### config.mk
export PLATFORM = sky130hd
export DESIGN_NAME = wb_stage_flat
export DESIGN_NICKNAME = d
export VERILOG_FILES = /design/src/rtl/wb_stage_if.sv /design/src/rtl/wb_stage.sv /design/src/flat_wrapper.sv
export SDC_FILE = /design/constraint.sdc
export NUM_CORES = 1
export LEC_CHECK = 0
export BUFFER_PORTS_ARGS = -buffer_cell sky130_fd_sc_hd__buf_4
export CORE_ASPECT_RATIO = 2
export CORE_MARGIN = 1
export CORE_UTILIZATION = 40
export CTS_CLUSTER_SIZE = 30
export DETAILED_ROUTE_END_ITERATION = 16
export HOLD_SLACK_MARGIN = 0.03
export PLACE_DENSITY = 0.67
export SETUP_SLACK_MARGIN = 0.05
export SLEW_MARGIN = 30
export SYNTH_ARGS = -nofsm -noshare
export SYNTH_HDL_FRONTEND = slang
export SYNTH_SLANG_ARGS = --single-unit
### constraint.sdc
create_clock -name cpu_clk_50M -period 2.85 [get_ports cpu_clk_50M]
set_clock_uncertainty 0.1 [all_clocks]
set_input_delay 0.57 -clock cpu_clk_50M [delete_from_list [all_inputs] [get_ports cpu_clk_50M]]
set_output_delay 0.57 -clock cpu_clk_50M [all_outputs]
set_load 0.05 [all_outputs]
### src/rtl/wb_stage_if.sv
// Memory-stage to write-back handshake, data-bus read response and regfile write port.
// The master drives the memory-stage side. The slave is the wb_stage side.
interface wb_stage_if;
  logic        mem_valid;
  logic        mem_ready;
  logic [4:0]  mem_wa;
  logic        mem_wreg;
  logic [31:0] mem_wd;
  logic        mem_is_load;
  logic [2:0]  mem_ld_type;
  logic [1:0]  mem_addr_lo;
  logic        rdata_valid;
  logic [31:0] rdata;
  logic        flush;
  logic [4:0]  wa;
  logic [31:0] wd;
  logic        we;
  logic        stall_req;
  logic        bus_err;

  modport master (
    output mem_valid, mem_wa, mem_wreg, mem_wd, mem_is_load, mem_ld_type, mem_addr_lo,
    output rdata_valid, rdata, flush,
    input  mem_ready, wa, wd, we, stall_req, bus_err
  );

  modport slave (
    input  mem_valid, mem_wa, mem_wreg, mem_wd, mem_is_load, mem_ld_type, mem_addr_lo,
    input  rdata_valid, rdata, flush,
    output mem_ready, wa, wd, we, stall_req, bus_err
  );
endinterface

### src/rtl/wb_stage.sv
// Write-back stage: registers non-load results and waits for load data with a timeout.
// Register writes are emitted one cycle after the event that produces them.
module wb_stage #(
  parameter int unsigned TIMEOUT_CYC = 255
) (
  input  logic       cpu_clk_50M,
  input  logic       cpu_rst,
  wb_stage_if.slave  bus
);

  typedef enum logic [0:0] {
    ST_IDLE = 1'b0,
    ST_WAIT = 1'b1
  } state_e;

  localparam logic [7:0] TIMEOUT_LIM = 8'(TIMEOUT_CYC);

  state_e      state_q, state_d;
  logic [7:0]  cnt_q, cnt_d;
  logic [4:0]  ld_wa_q, ld_wa_d;
  logic        ld_wreg_q, ld_wreg_d;
  logic [2:0]  ld_type_q, ld_type_d;
  logic [1:0]  ld_lo_q, ld_lo_d;
  logic        we_q, we_d;
  logic [4:0]  wa_q, wa_d;
  logic [31:0] wd_q, wd_d;
  logic        bus_err_q, bus_err_d;
  logic        mem_ready_s;
  logic        accept_s;

  // Unknown load type codes behave as LW.
  function automatic logic [31:0] align_load(input logic [2:0]  ld_type,
                                             input logic [1:0]  addr_lo,
                                             input logic [31:0] word);
    logic [7:0]  byte_s;
    logic [15:0] half_s;
    case (addr_lo)
      2'd0:    byte_s = word[7:0];
      2'd1:    byte_s = word[15:8];
      2'd2:    byte_s = word[23:16];
      default: byte_s = word[31:24];
    endcase
    half_s = addr_lo[1] ? word[31:16] : word[15:0];
    case (ld_type)
      3'b000:  return {{24{byte_s[7]}}, byte_s};
      3'b001:  return {24'h000000, byte_s};
      3'b010:  return {{16{half_s[15]}}, half_s};
      3'b011:  return {16'h0000, half_s};
      default: return word;
    endcase
  endfunction

  assign mem_ready_s   = (state_q == ST_IDLE) && !bus.flush && !cpu_rst;
  assign accept_s      = bus.mem_valid && mem_ready_s;
  assign bus.mem_ready = mem_ready_s;
  assign bus.stall_req = (state_q == ST_WAIT);
  assign bus.we        = we_q;
  assign bus.wa        = wa_q;
  assign bus.wd        = wd_q;
  assign bus.bus_err   = bus_err_q;

  // Next-state, load context and regfile write decode.
  always_comb begin
    state_d   = state_q;
    cnt_d     = cnt_q;
    ld_wa_d   = ld_wa_q;
    ld_wreg_d = ld_wreg_q;
    ld_type_d = ld_type_q;
    ld_lo_d   = ld_lo_q;
    we_d      = 1'b0;
    wa_d      = wa_q;
    wd_d      = wd_q;
    bus_err_d = 1'b0;
    case (state_q)
      ST_IDLE: begin
        if (accept_s && bus.mem_is_load) begin
          ld_wa_d   = bus.mem_wa;
          ld_wreg_d = bus.mem_wreg;
          ld_type_d = bus.mem_ld_type;
          ld_lo_d   = bus.mem_addr_lo;
          cnt_d     = 8'd0;
          state_d   = ST_WAIT;
        end else if (accept_s && bus.mem_wreg && (bus.mem_wa != 5'd0)) begin
          we_d = 1'b1;
          wa_d = bus.mem_wa;
          wd_d = bus.mem_wd;
        end else begin
          state_d = ST_IDLE;
        end
      end
      ST_WAIT: begin
        // Flush beats a response in the same cycle; a response beats the timeout.
        if (bus.flush) begin
          state_d = ST_IDLE;
        end else if (bus.rdata_valid) begin
          state_d = ST_IDLE;
          if (ld_wreg_q && (ld_wa_q != 5'd0)) begin
            we_d = 1'b1;
            wa_d = ld_wa_q;
            wd_d = align_load(ld_type_q, ld_lo_q, bus.rdata);
          end else begin
            we_d = 1'b0;
          end
        end else if ((cnt_q + 8'd1) >= TIMEOUT_LIM) begin
          cnt_d     = cnt_q + 8'd1;
          state_d   = ST_IDLE;
          bus_err_d = 1'b1;
        end else begin
          cnt_d = cnt_q + 8'd1;
        end
      end
      default: begin
        state_d = ST_IDLE;
      end
    endcase
  end

  // State and output registers with synchronous reset.
  always_ff @(posedge cpu_clk_50M) begin
    if (cpu_rst) begin
      state_q   <= ST_IDLE;
      cnt_q     <= 8'd0;
      ld_wa_q   <= 5'd0;
      ld_wreg_q <= 1'b0;
      ld_type_q <= 3'd0;
      ld_lo_q   <= 2'd0;
      we_q      <= 1'b0;
      wa_q      <= 5'd0;
      wd_q      <= 32'h0000_0000;
      bus_err_q <= 1'b0;
    end else begin
      state_q   <= state_d;
      cnt_q     <= cnt_d;
      ld_wa_q   <= ld_wa_d;
      ld_wreg_q <= ld_wreg_d;
      ld_type_q <= ld_type_d;
      ld_lo_q   <= ld_lo_d;
      we_q      <= we_d;
      wa_q      <= wa_d;
      wd_q      <= wd_d;
      bus_err_q <= bus_err_d;
    end
  end

endmodule

### src/flat_wrapper.sv
// flat-port wrapper written by rule: the top's interface ports become plain ports
module wb_stage_flat 
#(
  parameter int unsigned TIMEOUT_CYC = 255
)
  (cpu_clk_50M, cpu_rst, bus_mem_valid, bus_mem_wa, bus_mem_wreg, bus_mem_wd, bus_mem_is_load, bus_mem_ld_type, bus_mem_addr_lo, bus_rdata_valid, bus_rdata, bus_flush, bus_mem_ready, bus_wa, bus_wd, bus_we, bus_stall_req, bus_bus_err);
  wb_stage_if bus_i ();
  input  logic cpu_clk_50M;
  input  logic cpu_rst;
  input wire logic [$bits(bus_i.mem_valid)-1:0] bus_mem_valid;
  input wire logic [$bits(bus_i.mem_wa)-1:0] bus_mem_wa;
  input wire logic [$bits(bus_i.mem_wreg)-1:0] bus_mem_wreg;
  input wire logic [$bits(bus_i.mem_wd)-1:0] bus_mem_wd;
  input wire logic [$bits(bus_i.mem_is_load)-1:0] bus_mem_is_load;
  input wire logic [$bits(bus_i.mem_ld_type)-1:0] bus_mem_ld_type;
  input wire logic [$bits(bus_i.mem_addr_lo)-1:0] bus_mem_addr_lo;
  input wire logic [$bits(bus_i.rdata_valid)-1:0] bus_rdata_valid;
  input wire logic [$bits(bus_i.rdata)-1:0] bus_rdata;
  input wire logic [$bits(bus_i.flush)-1:0] bus_flush;
  output wire logic [$bits(bus_i.mem_ready)-1:0] bus_mem_ready;
  output wire logic [$bits(bus_i.wa)-1:0] bus_wa;
  output wire logic [$bits(bus_i.wd)-1:0] bus_wd;
  output wire logic [$bits(bus_i.we)-1:0] bus_we;
  output wire logic [$bits(bus_i.stall_req)-1:0] bus_stall_req;
  output wire logic [$bits(bus_i.bus_err)-1:0] bus_bus_err;
  assign bus_i.mem_valid = bus_mem_valid;
  assign bus_i.mem_wa = bus_mem_wa;
  assign bus_i.mem_wreg = bus_mem_wreg;
  assign bus_i.mem_wd = bus_mem_wd;
  assign bus_i.mem_is_load = bus_mem_is_load;
  assign bus_i.mem_ld_type = bus_mem_ld_type;
  assign bus_i.mem_addr_lo = bus_mem_addr_lo;
  assign bus_i.rdata_valid = bus_rdata_valid;
  assign bus_i.rdata = bus_rdata;
  assign bus_i.flush = bus_flush;
  assign bus_mem_ready = bus_i.mem_ready;
  assign bus_wa = bus_i.wa;
  assign bus_wd = bus_i.wd;
  assign bus_we = bus_i.we;
  assign bus_stall_req = bus_i.stall_req;
  assign bus_bus_err = bus_i.bus_err;
  wb_stage #(.TIMEOUT_CYC(TIMEOUT_CYC)) u_core (.cpu_clk_50M(cpu_clk_50M), .cpu_rst(cpu_rst), .bus(bus_i));
endmodule
# Word level (Yosys, flattened, before mapping)
# Cells that the tools add are included.
[totals] ff_bits=59 input_bits=81 output_inout_bits=41 wordCells=73
[op_classes] addsub=1 n_lt_le_gt_ge=1 eq_ne=12 n_mux=31 bitwise=1 n_reduce_logical=17
[ops] op="$mux W32" n=5
[ops] op="$pmux W32 S4" n=1
[ops] op="$pmux W32 S2" n=1
[ops] op="$mux W5" n=5
[ops] op="$mux W8" n=3
[ops] op="$pmux W8 S3" n=1
[ops] op="$mux W16" n=1
[ops] op="$pmux W8 S2" n=1
[ops] op="$ne A2 B2 Y1 const B" n=7
[ops] op="$mux W1" n=10
[ops] op="$pmux W5 S2" n=1
[ops] op="$reduce_bool A5 Y1" n=2
[ops] op="$add A8 B1 Y8 const B" n=1
[ops] op="$ge A8 B8 Y1 const B" n=1
[ops] op="$logic_and A1 B1 Y1" n=7
[ops] op="$eq A3 B2 Y1 const B" n=2
[ops] op="$reduce_and A5 Y1" n=1
[ops] op="$pmux W1 S2" n=2
[ops] op="$reduce_or A4 Y1" n=1
[ops] op="$eq A3 B1 Y1 const B" n=1
[ops] op="$logic_not A3 Y1" n=1
[ops] op="$reduce_and A3 Y1" n=1
[ops] op="$eq A2 B1 Y1 const B" n=1
[ops] op="$eq A2 B2 Y1 const B" n=1
[ops] op="other kinds (4)" n=5

# Depth between registers and ports, before layout
# Gate-level depths: netlist of run 1.
[depth] word_depth=9 mapped_depth=7 ltp_nobuf=5

# Worst setup path after synthesis of run 1
# OpenSTA, ideal clock, no wires.
[synth_timing] path_kind="register -> output" from="register u_core.state_q, in the netlist u_core.bus.stall_req" to="output bus_mem_ready" t_arrival_ps=2271 required_time_ps=2180 setup_slack_ps=-91 path_stages_with_launch=5 path_buffers=3 path_cell_list="dfxtp_1 -> buf_2 -> clkbuf_1 -> clkbuf_1 -> nor3_1"
[synth_between] elab_chain_cells=3
[synth_rtl] item="start, declared" line="wb_stage.sv:18" source="state_e state_q, state_d;"
[synth_rtl] item="start signal, assigned" line="wb_stage.sv:132" source="state_q <= state_d;"
[synth_rtl] item="$not A1 Y1 (no line)"
[synth_rtl] item="$logic_and A1 B1 Y1 (2 in a row)" line="wb_stage.sv:53" source="assign mem_ready_s = (state_q == ST_IDLE) && !bus.flush && !cpu_rst;"
[synth_rtl] item="end, declared" line="flat_wrapper.sv:20" source="output wire logic [$bits(bus_i.mem_ready)-1:0] bus_mem_ready;"
# Every way passes these cells.

# Final worst setup path of run 1
[layout_timing] from="register u_core.ld_lo_q[1]" to="register u_core.wd_q[16], in the netlist u_core.bus.wd[16]"
[layout_between] elab_chain_cells=7 elab_cells_between_ends=10 cone_classes="2 x eq/ne; 7 x mux; 1 x reduce/logical"
[layout_rtl] item="start, declared" line="wb_stage.sv:23" source="logic [1:0] ld_lo_q, ld_lo_d;"
[layout_rtl] item="start signal, assigned" line="wb_stage.sv:137" source="ld_lo_q <= ld_lo_d;"
[layout_rtl] item="$eq A2 B2 Y1 (tied with other cells)" line="wb_stage.sv:37" source="case (addr_lo)"
[layout_rtl] item="$pmux W8 S3" line="wb_stage.sv:37"
[layout_rtl] item="$pmux W32 S4 (*)" line="wb_stage.sv:44" source="case (ld_type)"
[layout_rtl] item="$mux W32 (*)" line="wb_stage.sv:97" source="if (ld_wreg_q && (ld_wa_q != 5'd0)) begin"
[layout_rtl] item="$mux W32 (*)" line="wb_stage.sv:95" source="end else if (bus.rdata_valid) begin"
[layout_rtl] item="$mux W32 (*)" line="wb_stage.sv:93" source="if (bus.flush) begin"
[layout_rtl] item="$pmux W32 S2 (*)" line="wb_stage.sv:74" source="case (state_q)"
[layout_rtl] item="end signal, assigned" line="wb_stage.sv:140" source="wd_q <= wd_d;"
[layout_rtl] item="end, declared" line="wb_stage.sv:26" source="logic [31:0] wd_q, wd_d;"
# Mark *: on every way between the ends. The rest lies on a longest branch, timed or not. The select of a mux whose other input is x is not followed.
# A chain may end at the register's enable or synchronous reset.

==> results.yml, run 1 <==
synthesis:
  yosysWarnings: 0
  synth-adder-area-share_pct: 0.735
  synthMostInstantiatedCell: "nand2_1"
  ys_ff_latch: 59
  synth_edf_count: 0
  yosys-top-cells-area: "dfxtp_1 35%, nand2_1 7.6%, mux2i_1 5.6%"
  synth-compound-area-share_pct: 27.2
  syn_nets: 504
  muxShareOfSynthArea_pct: 6.25
  ys_top_cells_by_count: "69 x nand2_1, 59 x dfxtp_1, 25 x nor2_1"
  ys.flop_type: "dfxtp_1"
  synth_top_family_by_area: "compound AO/OA/AOI/OAI gates"
  seq_area_frac_synth_pct: 34.7
  synth-xor-area-share_pct: 0.515
  yosysTopAreaCellShare_pct: 34.7
  netlist_area_um2: 3400
  synth_cell_types: 55
  avgSynthCellArea_um2: 8.08
  yosysTopAreaCell: "dfxtp_1"
  synthArstFlopShare_pct: 0
  synth-simple-area-share_pct: 23.5
  syn_inst: 421
drt:
  topRoutingLayerUsed: "met4"
  drt_iter0_markers: 213
  routed-wl-met2_um: 6090
  routed_wl_um: 11300
  wl_met3_um: 587
  vias: 3660
  drt_pass1_iterations: 4
  wl_met1_um: 4020
  wire_per_inst_um: 17.8
  drc_errors: 0
  avgViaCountPerCell: 5.79
  antenna_left: 0
layout:
  syn2layout_area_growth_pct: 36.2
  diodes: 0
  drive_gt1_share_pct: 30.7
  fillers: 816
  final_core_util_pct: 56.3
  area.sequential_um2: 1180
  multi_input_area_um2: 1990
  nets: 612
power_and_ir_drop:
  power_density_nw_per_um2: 466
  ir_worst_vdd_uv: 337
  p_leak_nw: 1.83
  p_total_w: 0.00216
floorplanning:
  core_area_um2: 8230
  dieArea_um2: 8900
  rows: 47
  pin_count: 122
  initial_core_util_pct: 41.3
  die_y_um: 132
  die_x_um: 67.2
setup_path:
  critical_path_class: "reg2reg"
  path_max_fanout: 12
  cp_data_arrival_time_ns: 2.47
  r2r_slack_ns: 0.54
  start_kind: "register"
  cp-end-kind: "register"
  required_ns: 3.01
timing:
  final_max_slew_viol_count: 0
  rsz0062_at_grt: "no"
  max-slew-margin-rel_pct: 36.4
  fmax_mhz: 434
  hold_slack_ns: 0.368
  fin_crit_ns: 2.31
  worst_slew_pin_slew_ns: 0.946
  fin_tns_setup_ns: 0
  period_share_pct: 80.9
  hold_viol: 0
  finalSetupViolations: 0
global_routing:
  grt_pass1_wl_um: 17500
  grt_max_degree: 43
  grt-ovfl-total: 0
  grt_pass1_vias: 3590
  antenna_found_initial: 0
  grt_use_total_pct: 26.1
cts:
  postCtsSetupBuffers: 0
  ctsRootBufferMaster: "clkbuf_16"
  ctsHoldBuffers: 0
  clock_sinks: 59
  h-tree-depth: 3
  postCtsResizedCells: 0
  numCtsBuffers: 9
  insertion_delay_ns: 0.33
  clockBufferDepth: 2
  cts_tree: "yes"
  cts.reportedPaths.clkPinSlew_ns: 0.05
status:
  outcome: "complete, no violations"
placed_design:
  io_buffers: 121
  gp_congestion: 0.839
  place_hpwl_um: 8520
job:
  maxCapViolCount: 0
min_path:
  hold_class: "reg2reg"
where the power goes:
part           leakage [nW]  switching (W)  internal (W)
registers             0.477      0.0000126      0.000839
clock network         0.137       0.000368      0.000633
logic                  1.22       0.000168      0.000141
routing by layer:
layer	GRT usage [%]	up-vias
met1	26.7	1691
li1	-	1790
met2	46.3	145
met3	4.48	34
met5	0	-
met4	16.3	0
final timing paths:
check | start | cells after the start | to
worst max-delay path | u_core.ld_lo_q[1] | 5 | u_core.bus.wd[16]
worst min-delay path | u_core.bus.wd[16] | 2 | u_core.bus.wd[16]
worst max register to register | u_core.ld_lo_q[1] | 5 | u_core.bus.wd[16]
worst min register to register | u_core.bus.wd[16] | 2 | u_core.bus.wd[16]
cell usage in the layout, fill, tap and decap left out, drive strengths merged, types with 13 or more instances in the layout:
| cell | Yosys | final |
|---|---|---|
| a21oi | 21 | 21 |
| buf | 14 | 134 |
| clkbuf | 23 | 14 |
| dfxtp | 59 | 59 |
| inv | 15 | 15 |
| mux2i | 19 | 19 |
| nand2 | 70 | 70 |
| nand3 | 13 | 13 |
| nor2 | 25 | 25 |
| nor3 | 18 | 18 |
| o22ai | 23 | 23 |
| o32ai | 17 | 17 |
critical path: stages (launching register included):
cell and delay (ns):
dfxtp_1 0.56, mux2i_1 0.24, nor4_2 0.75, buf_4 0.30, o32ai_1 0.12, o22ai_1 0.16
per-stage QoR:
step	area (µm²)	worst slack [ns]	instances
final	4630	0.544	632
after global placement	4360	0.455	616
after global routing	4630	0.385	632
after detailed placement	4360	0.432	616
after floorplan	3410	0.320	421
after CTS	4630	0.547	632
cell type report:
type                       count  share of cell area (%)
clock buffer                  14                    5.70
clock inverter                 2                   0.216
inverter                      16                    1.30
multi-input combinational    309                    42.9
sequential                    59                    25.5
tap                           98                    2.65
timing repair buffer         134                    21.7
cell families (layout without fill, tap and decap cells):
logic type	count (synthesis)	in the layout
AO/OA/AOI/OAI	122	122
multiplexers	21	21
adder cells (fa/ha/maj)	2	2
XOR/XNOR	2	2
flip-flops	59	59
AND/OR/NAND/NOR	162	162
buffers and inverters	53	166
registers in the layout, indices dropped and copies added, names as in the netlist:
register,cells
u_core.bus.stall_req,1
u_core.bus.wa,5
u_core.bus.we,1
u_core.bus.bus_err,1
u_core.ld_wreg_q,1
u_core.ld_type_q,3
u_core.ld_lo_q,2
u_core.bus.wd,32
u_core.cnt_q,8
u_core.ld_wa_q,5
No activity file was read; power rests on OpenSTA's default activity.
==> run 2: changes to the inputs <==
ABC_AREA = 1   (was not set)
PLACE_DENSITY = 0.69   (was 0.67)
clock period = 2.1 ns   (was 2.85 ns; I/O delays follow)
==> run 2 against run 1 <==
  * Non-clock buffer count is 1 higher
  * Flip-flop and latch count is the same
  * Die area decreased by 0.94%
  * Register-to-register slack got worse by 0.28 ns
  * Hold slack got worse by 0.082 ns
  * Critical path depth up 3
  * Via count increased by 5.6%
  * Sequential share of layout area decreased by 0.16 points
  * Synthesized area fell by 0.96%
  * Clock power increased by 39%
  * Largest power group unchanged
==> results.yml, run 2 <==
synthesis:
  yosysWarnings: 0
  ys_top_cells_by_count: "157 x nand2_1, 59 x a21oi_1, 59 x dfxtp_1"
  ys.flop_type: "dfxtp_1"
  yosysTopAreaCellShare_pct: 35.0
  synthMostInstantiatedCell: "nand2_1"
  ys_ff_latch: 59
  netlist_area_um2: 3370
  syn_inst: 522
  synth_cell_types: 32
  seq_area_frac_synth_pct: 35.0
  yosysTopAreaCell: "dfxtp_1"
  avgSynthCellArea_um2: 6.46
  yosys-top-cells-area: "dfxtp_1 35%, nand2_1 17%, a21oi_1 8.8%"
  synthArstFlopShare_pct: 0
  syn_nets: 605
  synth_edf_count: 0
cts:
  ctsRootBufferMaster: "clkbuf_16"
  h-tree-depth: 3
  postCtsSetupBuffers: 0
  ctsHoldBuffers: 0
  cts.reportedPaths.clkPinSlew_ns: 0.05
  postCtsResizedCells: 0
  clock_sinks: 59
  cts_tree: "yes"
  numCtsBuffers: 9
  clockBufferDepth: 2
  insertion_delay_ns: 0.33
global_routing:
  grt_max_degree: 44
  met2_usage_pct: 49.2
  use_met1_pct: 27.0
  top_usage_layer: "met2"
  grt_pass1_wl_um: 17900
  grt-ovfl-total: 0
  grt_pass1_vias: 3953
  grt_use_total_pct: 27.0
  gr-usage-met3_pct: 5.02
  antenna_found_initial: 0
placed_design:
  io_buffers: 121
  detailedPlace.worstSlack_ns: 0.290
  gp_congestion: 0.951
  placed_cells: 726
  place_hpwl_um: 8390
layout:
  instances_no_fill: 741
  syn2layout_area_growth_pct: 38.2
  final_core_util_pct: 56.6
  largest_reg_flops: 32
  diodes: 0
  final_cell_mix: "157 x nand2_1, 133 x buf_4, 59 x a21oi_1, 59 x dfxtp_1, 51 x nand3_1"
  drive_gt1_share_pct: 28.1
  final_common_cell: "nand2_1"
  nets: 722
min_path:
  hold_path.startpoint: "bus_mem_wd[17]"
  hold_class: "in2reg"
setup_path:
  max_stage_delay_ns: 0.52
  path_cells: "buf_4 > nor3_1 > nand2_1 > nand2_1 > nand2_2 > nand3_1 > nand3_1 > nand2_1"
  cp_data_arrival_time_ns: 1.97
  critPathLaunch: "u_core.ld_type_q[2]"
  critPathSlowestCell: "dfxtp_1"
  r2r_start: "u_core.ld_type_q[2]"
  required_ns: 2.23
  cp_common_cell: "nand2_1"
  cp-end-kind: "register"
  critical_path_class: "reg2reg"
  start_kind: "register"
  path_max_fanout: 24
drt:
  drt_pass1_iterations: 4
  avgViaCountPerCell: 5.22
  vias: 3865
  drc_errors: 0
  wire_per_inst_um: 14.9
  routed_wl_um: 11000
  drt_iter0_markers: 284
  antenna_left: 0
timing:
  fmax_mhz: 544
  fin_ws_ns: 0.262
  final_max_slew_viol_count: 0
  finalSetupViolations: 0
  rsz0062_at_grt: "no"
  worst_slew_pin_slew_ns: 0.446
  fin_crit_ns: 1.84
  period_share_pct: 87.5
  max-slew-margin-rel_pct: 70.2
  hold_viol: 0
  fin_tns_setup_ns: 0
power_and_ir_drop:
  p_total_w: 0.00300
  p_leak_nw: 2.29
  ir_worst_vdd_uv: 416
  power_density_nw_per_um2: 643
floorplanning:
  rows: 47
  initial_core_util_pct: 40.9
  die_y_um: 132
  pin_count: 122
  dieArea_um2: 8820
  core_area_um2: 8230
  die_x_um: 66.9
job:
  maxCapViolCount: 0
status:
  outcome: "complete, no violations"
-- run 2: final cells by class --
class                      instances  area [µm²]
multi-input combinational        396        1890
clock buffer                      13         270
timing repair buffer             135        1040
inverter                          38         148
fill                             817        3570
clock inverter                     2        10.0
tap                               98         123
sequential                        59        1180
-- run 2: logic make-up (layout without fill, tap and decap cells) --
kind of cell / Yosys count / in the layout / synth area share [%]
compound gates: 115 / 115 / 18.2
xor+xnor: 2 / 2 / 0.520
fa+ha+maj: 2 / 2 / 0.742
buf+inv: 67 / 188 / 9.09
flops: 59 / 59 / 35.0
simple gates: 277 / 277 / 36.5
-- run 2: final timing paths --
| path | end | slack, ns | cells after the start |
|---|---|---|---|
| hold / removal | u_core.bus.wd[17] | 0.29 | 4 |
| setup / recovery | u_core.bus.wd[24] | 0.26 | 8 |
| setup reg to reg | u_core.bus.wd[24] | 0.26 | 8 |
| hold reg to reg | u_core.ld_wreg_q | 0.34 | 2 |
-- run 2: power by group --
part	internal, W	switching [W]	total [W]	leakage, nW
registers	0.00114	0.0000176	0.00116	0.477
logic	0.000197	0.000252	0.000449	1.67
clock network	0.000883	0.000504	0.00139	0.141
-- run 2: worst max-delay path, delay by kind of cell, from the launching register on --
family                 cells  cell delay [ns]
and+or+nand+nor            7             0.87
DFF                        1             0.52
buffers and inverters      1             0.23
-- run 2: layer usage --
layer / wire, µm / up-vias
li1: - / 1931
met1: 3960 / 1777
met2: 6090 / 127
met3: 532 / 30
met4: 438 / 0
met5: 0 / -
-- run 2: stage by stage --
stage	cell area, µm²	hold slack (ns)
2_1_floorplan	3380	0.324
3_3_place_gp	4380	0.341
3_5_place_dp	4380	0.340
4_1_cts	4660	0.280
5_1_grt	4660	0.301
6_report	4660	0.286
